## src/rtl/ifu_ctrl.sv

```systemverilog
// ifu_ctrl: RV32IM integer-unit sequencer (ALU/MU/QRU control, PC stall, writeback); optional IFU_DIV_TIMEOUT_EN
//  ports: clk, rst (async, active-high) | opcode, func3, func7b5, func7b0, div_done in
//         pc_en, pcctl, regwe, aluctl, mulctl, divctl, div_start, ifuresctl, busy, illegal out
module ifu_ctrl #(
  parameter int MUL_LAT     = 2,
  parameter int DIV_TIMEOUT = 64
) (
  input  logic       clk,
  input  logic       rst,
  input  logic [6:0] opcode,
  input  logic [2:0] func3,
  input  logic       func7b5,
  input  logic       func7b0,
  input  logic       div_done,
  output logic       pc_en,
  output logic       pcctl,
  output logic       regwe,
  output logic [3:0] aluctl,
  output logic [1:0] mulctl,
  output logic [1:0] divctl,
  output logic       div_start,
  output logic [1:0] ifuresctl,
  output logic       busy,
  output logic       illegal
);
  localparam int CW = (MUL_LAT > 2) ? $clog2(MUL_LAT) : 1;
  typedef enum logic [1:0] {EXEC, MUL_WAIT, DIV_WAIT} state_t;
  state_t r_state, w_next;
  logic [CW-1:0] r_cnt;
  logic [1:0] r_mulctl, r_divctl;
  logic w_rv, w_mul, w_div, w_alu_ok, w_alu_legal, w_tmo;
  logic [3:0] w_alu;
  assign w_rv        = opcode == 7'b0110011;
  assign w_mul       = w_rv & func7b0 & ~func3[2];
  assign w_div       = w_rv & func7b0 & func3[2];
  assign w_alu_legal = w_rv & ~func7b0 & w_alu_ok;
  // func7b5 only selects SUB/SRA; on any other func3 it makes the instruction illegal
  always_comb begin
    w_alu    = 4'd0;
    w_alu_ok = ~func7b5;
    case (func3)
      3'b000: begin w_alu = func7b5 ? 4'd1 : 4'd0; w_alu_ok = 1'b1; end
      3'b001: w_alu = 4'd5;
      3'b010: w_alu = 4'd8;
      3'b011: w_alu = 4'd9;
      3'b100: w_alu = 4'd4;
      3'b101: begin w_alu = func7b5 ? 4'd7 : 4'd6; w_alu_ok = 1'b1; end
      3'b110: w_alu = 4'd3;
      default: w_alu = 4'd2;
    endcase
  end
`ifdef IFU_DIV_TIMEOUT_EN
  logic [7:0] r_tcnt;
  assign w_tmo = r_tcnt == 8'(DIV_TIMEOUT - 1);
  always_ff @(posedge clk or posedge rst)
    if (rst) r_tcnt <= 8'd0;
    else     r_tcnt <= (r_state == DIV_WAIT) ? r_tcnt + 8'd1 : 8'd0;
`else
  assign w_tmo = 1'b0;
`endif
  // op fields are captured while issuing so wait states ignore datapath glitches
  always_ff @(posedge clk or posedge rst)
    if (rst) begin
      r_state  <= EXEC;
      r_cnt    <= '0;
      r_mulctl <= 2'd0;
      r_divctl <= 2'd0;
    end else begin
      r_state <= w_next;
      r_cnt   <= (r_state == EXEC) ? CW'(MUL_LAT - 1) : r_cnt - 1'b1;
      if (r_state == EXEC) begin
        r_mulctl <= func3[1:0];
        r_divctl <= func3[1:0];
      end
    end
  // everything is forced low while rst is high, including the decoded EXEC outputs
  always_comb begin
    w_next    = r_state;
    pc_en     = 1'b0;
    pcctl     = 1'b0;
    regwe     = 1'b0;
    aluctl    = 4'd0;
    mulctl    = 2'd0;
    divctl    = 2'd0;
    div_start = 1'b0;
    ifuresctl = 2'd0;
    busy      = 1'b0;
    illegal   = 1'b0;
    if (!rst) begin
      aluctl = w_alu;
      busy   = r_state != EXEC;
      case (r_state)
        EXEC: begin
          mulctl = func3[1:0];
          divctl = func3[1:0];
          if (w_mul) begin
            ifuresctl = 2'd1;
            regwe     = MUL_LAT == 1;
            pc_en     = MUL_LAT == 1;
            w_next    = (MUL_LAT == 1) ? EXEC : MUL_WAIT;
          end else if (w_div) begin
            div_start = 1'b1;
            w_next    = DIV_WAIT;
          end else begin
            illegal = ~w_alu_legal;
            regwe   = w_alu_legal;
            pc_en   = 1'b1;
          end
        end
        MUL_WAIT: begin
          mulctl    = r_mulctl;
          ifuresctl = 2'd1;
          regwe     = r_cnt == CW'(1);
          pc_en     = r_cnt == CW'(1);
          w_next    = (r_cnt == CW'(1)) ? EXEC : MUL_WAIT;
        end
        DIV_WAIT: begin
          divctl    = r_divctl;
          ifuresctl = 2'd2;
          regwe     = div_done;
          illegal   = ~div_done & w_tmo;
          pc_en     = div_done | w_tmo;
          w_next    = (div_done | w_tmo) ? EXEC : DIV_WAIT;
        end
        default: w_next = EXEC;
      endcase
    end
  end
endmodule

```

## config.mk

```make
export PLATFORM = sky130hd
export DESIGN_NAME = ifu_ctrl
export DESIGN_NICKNAME = d
export VERILOG_FILES = /design/src/rtl/ifu_ctrl.sv
export SDC_FILE = /design/constraint.sdc
export NUM_CORES = 1
export LEC_CHECK = 0
export BUFFER_PORTS_ARGS = -buffer_cell sky130_fd_sc_hd__buf_4
export CORE_MARGIN = 2
export CORE_UTILIZATION = 25
export DETAILED_ROUTE_END_ITERATION = 8
export PLACE_DENSITY = 0.53
export SLEW_MARGIN = 20
export SYNTH_ARGS = -nofsm -noshare
export SYNTH_HDL_FRONTEND = slang
export SYNTH_SLANG_ARGS = --single-unit
```

## constraint.sdc

```tcl
create_clock -name clk -period 1.58 [get_ports clk]
set_input_delay 0.158 -clock clk [delete_from_list [all_inputs] [get_ports clk]]
set_output_delay 0.158 -clock clk [all_outputs]
set_load 0.1 [all_outputs]
```

==> results of run 1 <==
-- stage by stage --
step	setup TNS [ns]	worst slack, ns	total power [uW]	hold WS (ns)
floorplan	-1.801	-0.3882	328.7	0.2568
global placement	0	0.01185	395.8	0.3744
detailed placement	0	0.01076	398.2	0.3765
CTS	-0.3308	-0.1507	572.2	0.1126
global route	-0.5295	-0.1761	594.6	0.1393
finish	-0.2986	-0.1356	573.7	0.1101
-- worst max-delay path: stages (launching register included) --
cell	delay (ns)
dfrtp_1	0.38
or3_4	0.37
or2_4	0.24
o22ai_4	0.12
buf_12	0.19
-- Yosys cell counts, drive strengths merged --
| master | number | area (sq um) |
|---|---|---|
| a21oi | 2 | 10.01 |
| a41oi | 1 | 8.760 |
| a31o | 1 | 8.760 |
| conb | 1 | 3.750 |
| nand2 | 3 | 11.26 |
| o21ai | 5 | 25.02 |
| a2bb2oi | 1 | 8.760 |
| and2 | 1 | 6.260 |
| and4bb | 1 | 12.51 |
| mux2 | 2 | 22.52 |
| buf | 4 | 25.02 |
| and3b | 1 | 8.760 |
| nor3b | 1 | 7.510 |
| mux2i | 4 | 40.04 |
| inv | 2 | 7.510 |
| o31ai | 2 | 15.01 |
| dfrtp | 5 | 125.1 |
| xor2 | 1 | 8.760 |
| a21o | 1 | 7.510 |
| o22ai | 1 | 6.260 |
| nor2 | 10 | 37.54 |
| nor3 | 6 | 30.03 |
| and3 | 1 | 6.260 |
| clkbuf | 2 | 7.510 |
| nor2b | 2 | 12.51 |
| or3 | 1 | 11.26 |
| nand3 | 1 | 5.000 |
| nand3b | 2 | 15.01 |
| or2 | 2 | 12.52 |
-- area by class of cell --
class	instances	area, sq um	area share (%)
multi-input cells	54	461.7	44.46
repair buffers	38	384.1	36.99
flip-flops and latches	5	125.1	12.05
well taps	27	33.78	3.253
clock buffers	4	26.28	2.530
inverters	2	7.507	0.7229
-- layout by cell type (no fill, tap or decap), drive strengths merged, types with 3 or more instances in the layout --
| cell | instances |
|---|---|
| nor3 | 6 |
| clkbuf | 4 |
| mux2i | 4 |
| o21ai | 5 |
| buf | 38 |
| nand2 | 3 |
| nor2 | 10 |
| dfrtp | 5 |
-- timing repair --
item,CTS,global route
setup endpoints to repair,7,8
pin swaps,3,1
resized for setup,21,5
hold buffers,0,0
-- worst max-delay path by stage --
stage | start | to | slack (ns) | depth (start not counted)
after floorplan | r_state[1]$_DFFE_PP0P_ | divctl[1] | -0.39 | 3
after CTS | r_state[0]$_DFFE_PP0P_ | illegal | -0.15 | 4
after detailed placement | r_state[1]$_DFFE_PP0P_ | illegal | 0.01 | 4
final | r_state[0]$_DFFE_PP0P_ | illegal | -0.14 | 4
after global placement | r_state[1]$_DFFE_PP0P_ | illegal | 0.01 | 4
after global routing | r_state[1]$_DFFE_PP0P_ | illegal | -0.18 | 4
-- registers in the layout, indices dropped and copies added (netlist names) --
register,flops
r_divctl,2
r_state,2
r_cnt,1
-- power by group through the flow --
| stage | combinational [uW] | sequential [uW] | clock [uW] |
|---|---|---|---|
| finish | 283 | 134 | 157 |
| global route | 296 | 134 | 164 |
| CTS | 278 | 134 | 160 |
| detailed placement | 262 | 136 | 0 |
| global placement | 260 | 136 | 0 |
| floorplan | 194 | 135 | 0 |
-- logic make-up (layout without fill, tap and decap cells) --
kind of cell           after synthesis  count (layout)  share of synthesized area, %
multiplexers                         6               6                         12.35
flip-flops                           5               5                         24.69
other                                1               1                        0.7400
AND/OR/NAND/NOR                     32              32                         34.82
XOR/XNOR                             1               1                         1.729
buffers and inverters                8              44                         7.902
AO/OA/AOI/OAI                       14              14                         17.78
-- routing by layer --
layer	part of all wire [%]	track usage (%)	routed length, um
met1	45	18.90	686
met2	49	21.00	750
met3	3.0	0.9202	46
met4	2.6	8.571	40
met5	0	0	0
==> results_dict.tcl, run 1 <==
set metrics [dict create \
    pwr_density_cell_nw_per_um2 552.4 \
    finClkSkew_ns 0.003705 \
    clockPowerShare_pct 27.3 \
    ys_seq_elements 5 \
    reg2reg_from "r_state[0]$_DFFE_PP0P_" \
    num_rows 16 \
    reg2reg_slack_ns 0.29 \
    violations "negative setup slack" \
    max_freq_mhz 582.9 \
    crit_required_ns 1.42 \
    worstPathArrival_ns 1.56 \
    worst_setup_path_start_kind "register" \
    ant_nets 0 \
    drive_above_1_share_pct 60.19 \
    switching_power_uw 247.7 \
    dp.cells 126 \
    p_int_uw 325.9 \
    fin_crit_sh_pct 108.6 \
    nFillCells 207 \
    clk_transition_reported_paths_ns 0.05 \
    drtPass1Iterations 3 \
    cts_setup_buffers 0 \
    p_comb_share_pct 49.4 \
    grt_max_degree 10 \
    grt_pass1_wl_um 2566 \
    crit_path_end_kind "output pin" \
    portBuffers 29 \
    report.final.setup_viol 4 \
    yosys_warnings 0 \
    grt_antenna_before_repair 0 \
    final_net_count 119 \
    core_sq_um 1942 \
    synthCells 67 \
    clock_sinks 5 \
    criticalPathCategory "register to output pin" \
    avgSynthCellArea_sq_um 7.563 \
    die_h_um 49.02 \
    ys_seq_area_share_pct 24.69 \
    reg2reg_to "r_divctl[0]$_DFFE_PP0P_" \
    period_needed_ns 1.716 \
    clk_latency_ns 0.25 \
    postRouteWirelength_um 1523 \
    via_count 611 \
    yosysUniqueCellTypes 31 \
    die_w_um 49.02 \
    initial_core_util_pct 26.10 \
    dieArea_sq_um 2403 \
    stdcell_count 130 \
    grt_setup_unrepaired "yes" \
    syn_nets 82 \
    area_delta_synth_final_pct 104.9 \
    crit_fanout 3 \
    wl_per_cell_um 11.72 \
    root_buffer "clkbuf_4" \
    final_max_slew_viol_count 0 \
    grt-ovfl-total 0 \
    num_antenna_cells 0 \
    ioPinCount 31 \
    viasPerCell 4.700 \
    dp_hpwl_um 1229 \
    clockBufferDepth 2 \
    netSwitchingFraction_pct 43.19 \
    sequentialPowerShare_pct 23.3 \
    final_util_pct 53.48 \
    tritoncts "done" \
    drc 0 \
    numCtsBuffers 3 \
    hold_viol_final 0 \
    rr_worst_depth 3 \
    htreeDepth 1 \
    grt_usage_pct 13.79 \
    synth_area_sq_um 506.7 \
    grt_pass1_vias 567 \
    placedInstanceArea_sq_um 904.6 \
    outcome "complete, but fails checks" \
    place.gp.congestion 0.7147 \
    drv_cap 0 \
    p_leak_uw 0.0004467 \
    setup_ws_ns -0.1356 \
    first_iter_violations 5 \
    hp-class "input pin to asynchronous set/reset pin" \
    peakVddDrop_uv 337.2 \
    design_area_sq_um 1039 \
]
Power figures use the tool's default switching activity.
==> inputs of run 2 (changes only) <==
- PLACE_DENSITY: 0.53 -> unset
- PLACE_DENSITY_LB_ADDON: unset -> 0.2
==> run 2 against run 1 <==
Effect of this change: count of clock-buffer cells in the layout is the same; setup slack gained 0.0051 ns; combinational power about the same; highest routed layer unchanged; worst hold slack gained 0.0065 ns; clock skew is 0.0019 ns lower; register-to-register slack better by 0.03 ns; the flow still finishes with violations (negative setup slack); design area shrank 0.48%; final cell count down 0.77%; largest cell class unchanged; first-iteration DRC count fell by 20%.
==> results_dict.tcl, run 2 (same netlist as run 1, synthesis figures left out) <==
set metrics [dict create \
    outcome "complete, but fails checks" \
    violations "negative setup slack" \
    hold_slack_ns 0.1166 \
    wl_per_cell_um 11.90 \
    grt_usage_pct 14.24 \
    period_needed_ns 1.710 \
    place.gp.congestion 0.7587 \
    hp-class "input pin to asynchronous set/reset pin" \
    grt_setup_unrepaired "yes" \
    report.final.setup_viol 4 \
    clk_transition_reported_paths_ns 0.04 \
    grt_pass1_vias 619 \
    p_int_uw 325.5 \
    multiInputGateArea_sq_um 464.2 \
    num_rows 16 \
    reg.largest.list "r_divctl x2, r_state x2, r_cnt x1" \
    clockPowerShare_pct 26.5 \
    setup_ws_ns -0.1305 \
    die_w_um 49.02 \
    cts_hold_buf 0 \
    clk_latency_ns 0.24 \
    numCtsBuffers 3 \
    htreeDepth 1 \
    hold_viol_final 0 \
    critPathBufInv 1 \
    clock_sinks 5 \
    critical-path-top-delay-family "simple AND/OR/NAND/NOR gates" \
    root_buffer "clkbuf_4" \
    initial_core_util_pct 26.10 \
    final_net_count 118 \
    layout_common_cells "buf_4 (27), buf_12 (7), nor2_1 (5), o21ai_0 (5), dfrtp_1 (5)" \
    criticalPathCategory "register to output pin" \
    slowest_stage "dfrtp_1" \
    path_cells "or3_4, or2_4, o22ai_4, buf_12" \
    switching_power_uw 241.3 \
    worstPathArrival_ns 1.55 \
    peakVddDrop_uv 330.2 \
    dp_hpwl_um 1265 \
    final_common_cell "buf_4" \
    grt_antenna_before_repair 0 \
    netSwitchingFraction_pct 42.57 \
    postRouteWirelength_um 1535 \
    first_iter_violations 4 \
    grt-ovfl-total 0 \
    via_count 604 \
    num_antenna_cells 0 \
    worst_setup_path_start_kind "register" \
    sequentialPowerShare_pct 23.6 \
    portBuffers 29 \
    crit_path_end_kind "output pin" \
    core_sq_um 1942 \
    drive_above_1_share_pct 60.78 \
    finClkSkew_ns 0.001777 \
    grt_max_degree 10 \
    ioPinCount 31 \
    clockBufferDepth 2 \
    pwr_density_cell_nw_per_um2 548.4 \
    grt_pass1_wl_um 2663 \
    final_util_pct 53.22 \
    crit_fanout 3 \
    crit_required_ns 1.42 \
    final_max_slew_viol_count 0 \
    viasPerCell 4.682 \
    fin_crit_sh_pct 108.3 \
    crit_path_max_incr_delay_ns 0.38 \
    drc 0 \
    dieArea_sq_um 2403 \
    drtPass1Iterations 3 \
    drv_cap 0 \
    regArea_sq_um 125.1 \
    p_comb_share_pct 49.8 \
    ant_nets 0 \
    max_freq_mhz 584.6 \
    area_delta_synth_final_pct 104.0 \
    die_h_um 49.02 \
    p_leak_uw 0.0004419 \
    tritoncts "done" \
    nFillCells 186 \
]
==> run 2: changes by cell type in the layout (fill, tap and decap cells not counted), sizes merged <==
cell,before,now
buf,38,37
==> run 2: area by class of cell <==
cell class              instances  share of cell area [%]
repair buffers                 37                   36.44
inverters                       2                  0.7264
clock buffers                   4                   2.542
well taps                      27                   3.269
multi-input cells              54                   44.92
flip-flops and latches          5                   12.11
==> run 2: worst register-to-register path, cell delays in order (launching register included) <==
cell	delay, ns
dfrtp_1	0.38
or3_4	0.37
buf_4	0.17
o31ai_1	0.24
==> run 2: worst paths after layout <==
kind / start / end / slack [ns] / depth (start not counted)
max: r_state[1]$_DFFE_PP0P_ / illegal / -0.13 / 4
min: rst / r_divctl[1]$_DFFE_PP0P_ / 0.12 / 4
max reg2reg: r_state[1]$_DFFE_PP0P_ / r_state[0]$_DFFE_PP0P_ / 0.32 / 3
min reg2reg: r_cnt$_DFF_PP0_ / r_cnt$_DFF_PP0_ / 0.53 / 1
max in group asynchronous: rst / r_state[0]$_DFFE_PP0P_ / 1.36 / 4
min in group clk: func3[2] / r_state[0]$_DFFE_PP0P_ / 0.17 / 2
==> run 2: per-layer routing <==
layer / up-vias / track usage, % / wire length [um]
met4: 0 / 7.143 / 13
li1: 309 / - / -
met2: 18 / 22.60 / 783
met5: - / 0 / 0
met3: 2 / 2.147 / 59
met1: 275 / 18.71 / 678
==> run 2: power by group through the flow <==
stage	logic (uW)	registers, uW	clock network [uW]
2_1_floorplan	194	135	0
3_3_place_gp	260	136	0
3_5_place_dp	262	136	0
4_1_cts	278	134	157
5_1_grt	296	134	163
6_report	283	134	150
==> run 2: per-stage QoR <==
step           total power (uW)  worst slack [ns]  std cells  setup TNS, ns  instance area, sq um
6_report                  566.8           -0.1305        129        -0.2656                  1033
5_1_grt                   593.7           -0.1982        129        -0.7186                  1033
4_1_cts                   569.3           -0.1445        129        -0.3381                  1008
3_5_place_dp              397.4           0.01978        125              0                 897.1
3_3_place_gp              396.0           0.03727        125              0                 897.1
2_1_floorplan             328.7           -0.3882         67         -1.801                 618.1
==> run 2: what timing repair did <==
action | in CTS | in global routing
buffers inserted | 0 | 0
pin swaps | 3 | 0
endpoints found under the setup margin | 7 | 10
gates resized for setup | 21 | 6
==> inputs of run 3 (changes only) <==
- CORE_MARGIN: 2 -> 10
==> run 3 against run 2 <==
Effect of this change: the flow still finishes with violations (negative setup slack); design area grew 4.0%; combinational power grew 4%; sequential power is essentially flat; setup slack lost 0.011 ns; first-iteration DRC count grew to 3.8 times the previous value; final cell count grew 0.78%; via count grew 4.3%; highest routed layer unchanged; register-to-register slack lost 0.05 ns; count of clock-buffer cells in the layout is the same; clock skew grew 0.0023 ns; critical path depth is the same; non-clock buffer count grew 1.
==> results_dict.tcl, run 3 (same netlist as run 1, synthesis figures left out) <==
set metrics [dict create \
    outcome "complete, but fails checks" \
    violations "negative setup slack" \
    p_leak_uw 0.0004526 \
    setup_ws_ns -0.1418 \
    rr_worst_depth 4 \
    grt_pass1_vias 661 \
    finClkSkew_ns 0.004127 \
    via_count 630 \
    path_cells "or3_4, or2_4, o22ai_4, buf_12" \
    report.final.setup_viol 4 \
    postRouteWirelength_um 1960 \
    place.gp.congestion 0.7246 \
    crit_fanout 4 \
    root_buffer "clkbuf_4" \
    period_needed_ns 1.722 \
    reg2reg_to "r_divctl[0]$_DFFE_PP0P_" \
    grt_antenna_before_repair 0 \
    dieArea_sq_um 4228 \
    grt_setup_unrepaired "yes" \
    first_iter_violations 15 \
    peakVddDrop_uv 345.5 \
    final_common_cell "buf_4" \
    hold_viol_final 0 \
    ant_nets 0 \
    portBuffers 29 \
    worst_setup_path_start_kind "register" \
    ioPinCount 31 \
    area_delta_synth_final_pct 112.1 \
    cts_hold_buf 0 \
    drive_above_1_share_pct 61.17 \
    clk_latency_ns 0.24 \
    die_w_um 65.02 \
    num_antenna_cells 0 \
    slowest_stage "dfrtp_1" \
    dp_hpwl_um 1468 \
    worstPathArrival_ns 1.56 \
    initial_core_util_pct 26.10 \
    num_rows 16 \
    wl_per_cell_um 15.08 \
    criticalPathCategory "register to output pin" \
    clockBufferDepth 2 \
    total_power_uw 580.1 \
    clock_sinks 5 \
    pwr_density_cell_nw_per_um2 539.7 \
    crit_path_max_incr_delay_ns 0.39 \
    final_net_count 119 \
    crit_path_end_kind "output pin" \
    htreeDepth 1 \
    reg2reg_from "r_state[0]$_DFFE_PP0P_" \
    place_ws_ns 0.01487 \
    max_freq_mhz 580.8 \
    die_h_um 65.02 \
    viasPerCell 4.846 \
    crit_path_end "illegal" \
    drv_cap 0 \
    grt_usage_pct 9.192 \
    grt_max_degree 11 \
    crit_required_ns 1.42 \
    fin_crit_sh_pct 109.0 \
    reg.largest.list "r_divctl x2, r_state x2, r_cnt x1" \
    tritoncts "done" \
    reg2reg_slack_ns 0.27 \
    numCtsBuffers 3 \
    clk_transition_reported_paths_ns 0.05 \
    layout_common_cells "buf_4 (27), buf_12 (9), nor2_1 (5), o21ai_0 (5), dfrtp_1 (5)" \
    crit_start "r_state[1]$_DFFE_PP0P_" \
    hp-class "input pin to asynchronous set/reset pin" \
    core_sq_um 1942 \
    drtPass1Iterations 6 \
    drc 0 \
    final_max_slew_viol_count 0 \
    grt_pass1_wl_um 3042 \
    grt-ovfl-total 0 \
]
-- run 3: changes by cell type in the layout (fill, tap and decap cells not counted) --
cell    previous run  this run
nor3_2             4         2
nor3_4             2         4
buf_6              3         2
buf_12             7         9
-- run 3: worst max-delay path: cells and delay by family, from the launching register on --
| family | cells | cell delay (ns) |
|---|---|---|
| AND/OR/NAND/NOR | 2 | 0.61 |
| buffers and inverters | 1 | 0.19 |
| flip-flops | 1 | 0.39 |
| AO/OA/AOI/OAI | 1 | 0.12 |
-- run 3: repair_timing --
action / 4_1_cts / 5_1_grt
resized for setup: 21 / 13
endpoints found under the setup margin: 7 / 9
pin swaps: 3 / 1
setup buffers: 0 / 1
-- run 3: layout make-up --
class,count,area (sq um)
Timing Repair Buffer,38,405.4
Clock buffer,4,26.28
Multi-Input combinational cell,54,476.7
Inverter,2,7.507
Tap cell,27,33.78
Sequential cell,5,125.1
Fill cell,190,867.1
-- run 3: how the worst min path moves through the flow --
stage          startpoint                      end  slack [ns]  cells past startpoint
2_1_floorplan    func3[2]   r_state[0]$_DFFE_PP0P_        0.26                      1
3_3_place_gp          rst          r_cnt$_DFF_PP0_        0.32                      3
3_5_place_dp          rst          r_cnt$_DFF_PP0_        0.31                      3
4_1_cts               rst  r_divctl[1]$_DFFE_PP0P_        0.05                      3
5_1_grt               rst  r_divctl[1]$_DFFE_PP0P_        0.08                      3
6_report              rst  r_divctl[0]$_DFFE_PP0P_        0.07                      3
-- run 3: stage by stage --
stage          hold slack, ns  TNS [ns]  utilization [%]  area, sq um  cells
2_1_floorplan          0.2568    -1.801                -        618.1     67
3_3_place_gp           0.3192         0            46.20        897.1    125
3_5_place_dp           0.3131         0            46.20        897.1    125
4_1_cts               0.05326   -0.3554            52.06         1011    129
5_1_grt               0.08323   -0.8335            55.35         1075    130
6_report              0.06733   -0.3559            55.35         1075    130
-- run 3: per-layer routing --
layer	global-route usage [%]	routed length, um	vias to the layer above
li1	-	-	307
met1	9.469	750	296
met2	14.90	1016	25
met3	4.296	165	2
met4	5.615	27	0
met5	0	0	-
-- run 3: report_power, final --
part           internal (uW)  total [uW]  leakage, uW  switching, uW
Combinational            104         295     0.000378            190
Sequential               132         134    0.0000600           2.55
Clock                   95.7         151    0.0000150           55.3
Total                    332         580     0.000453            248
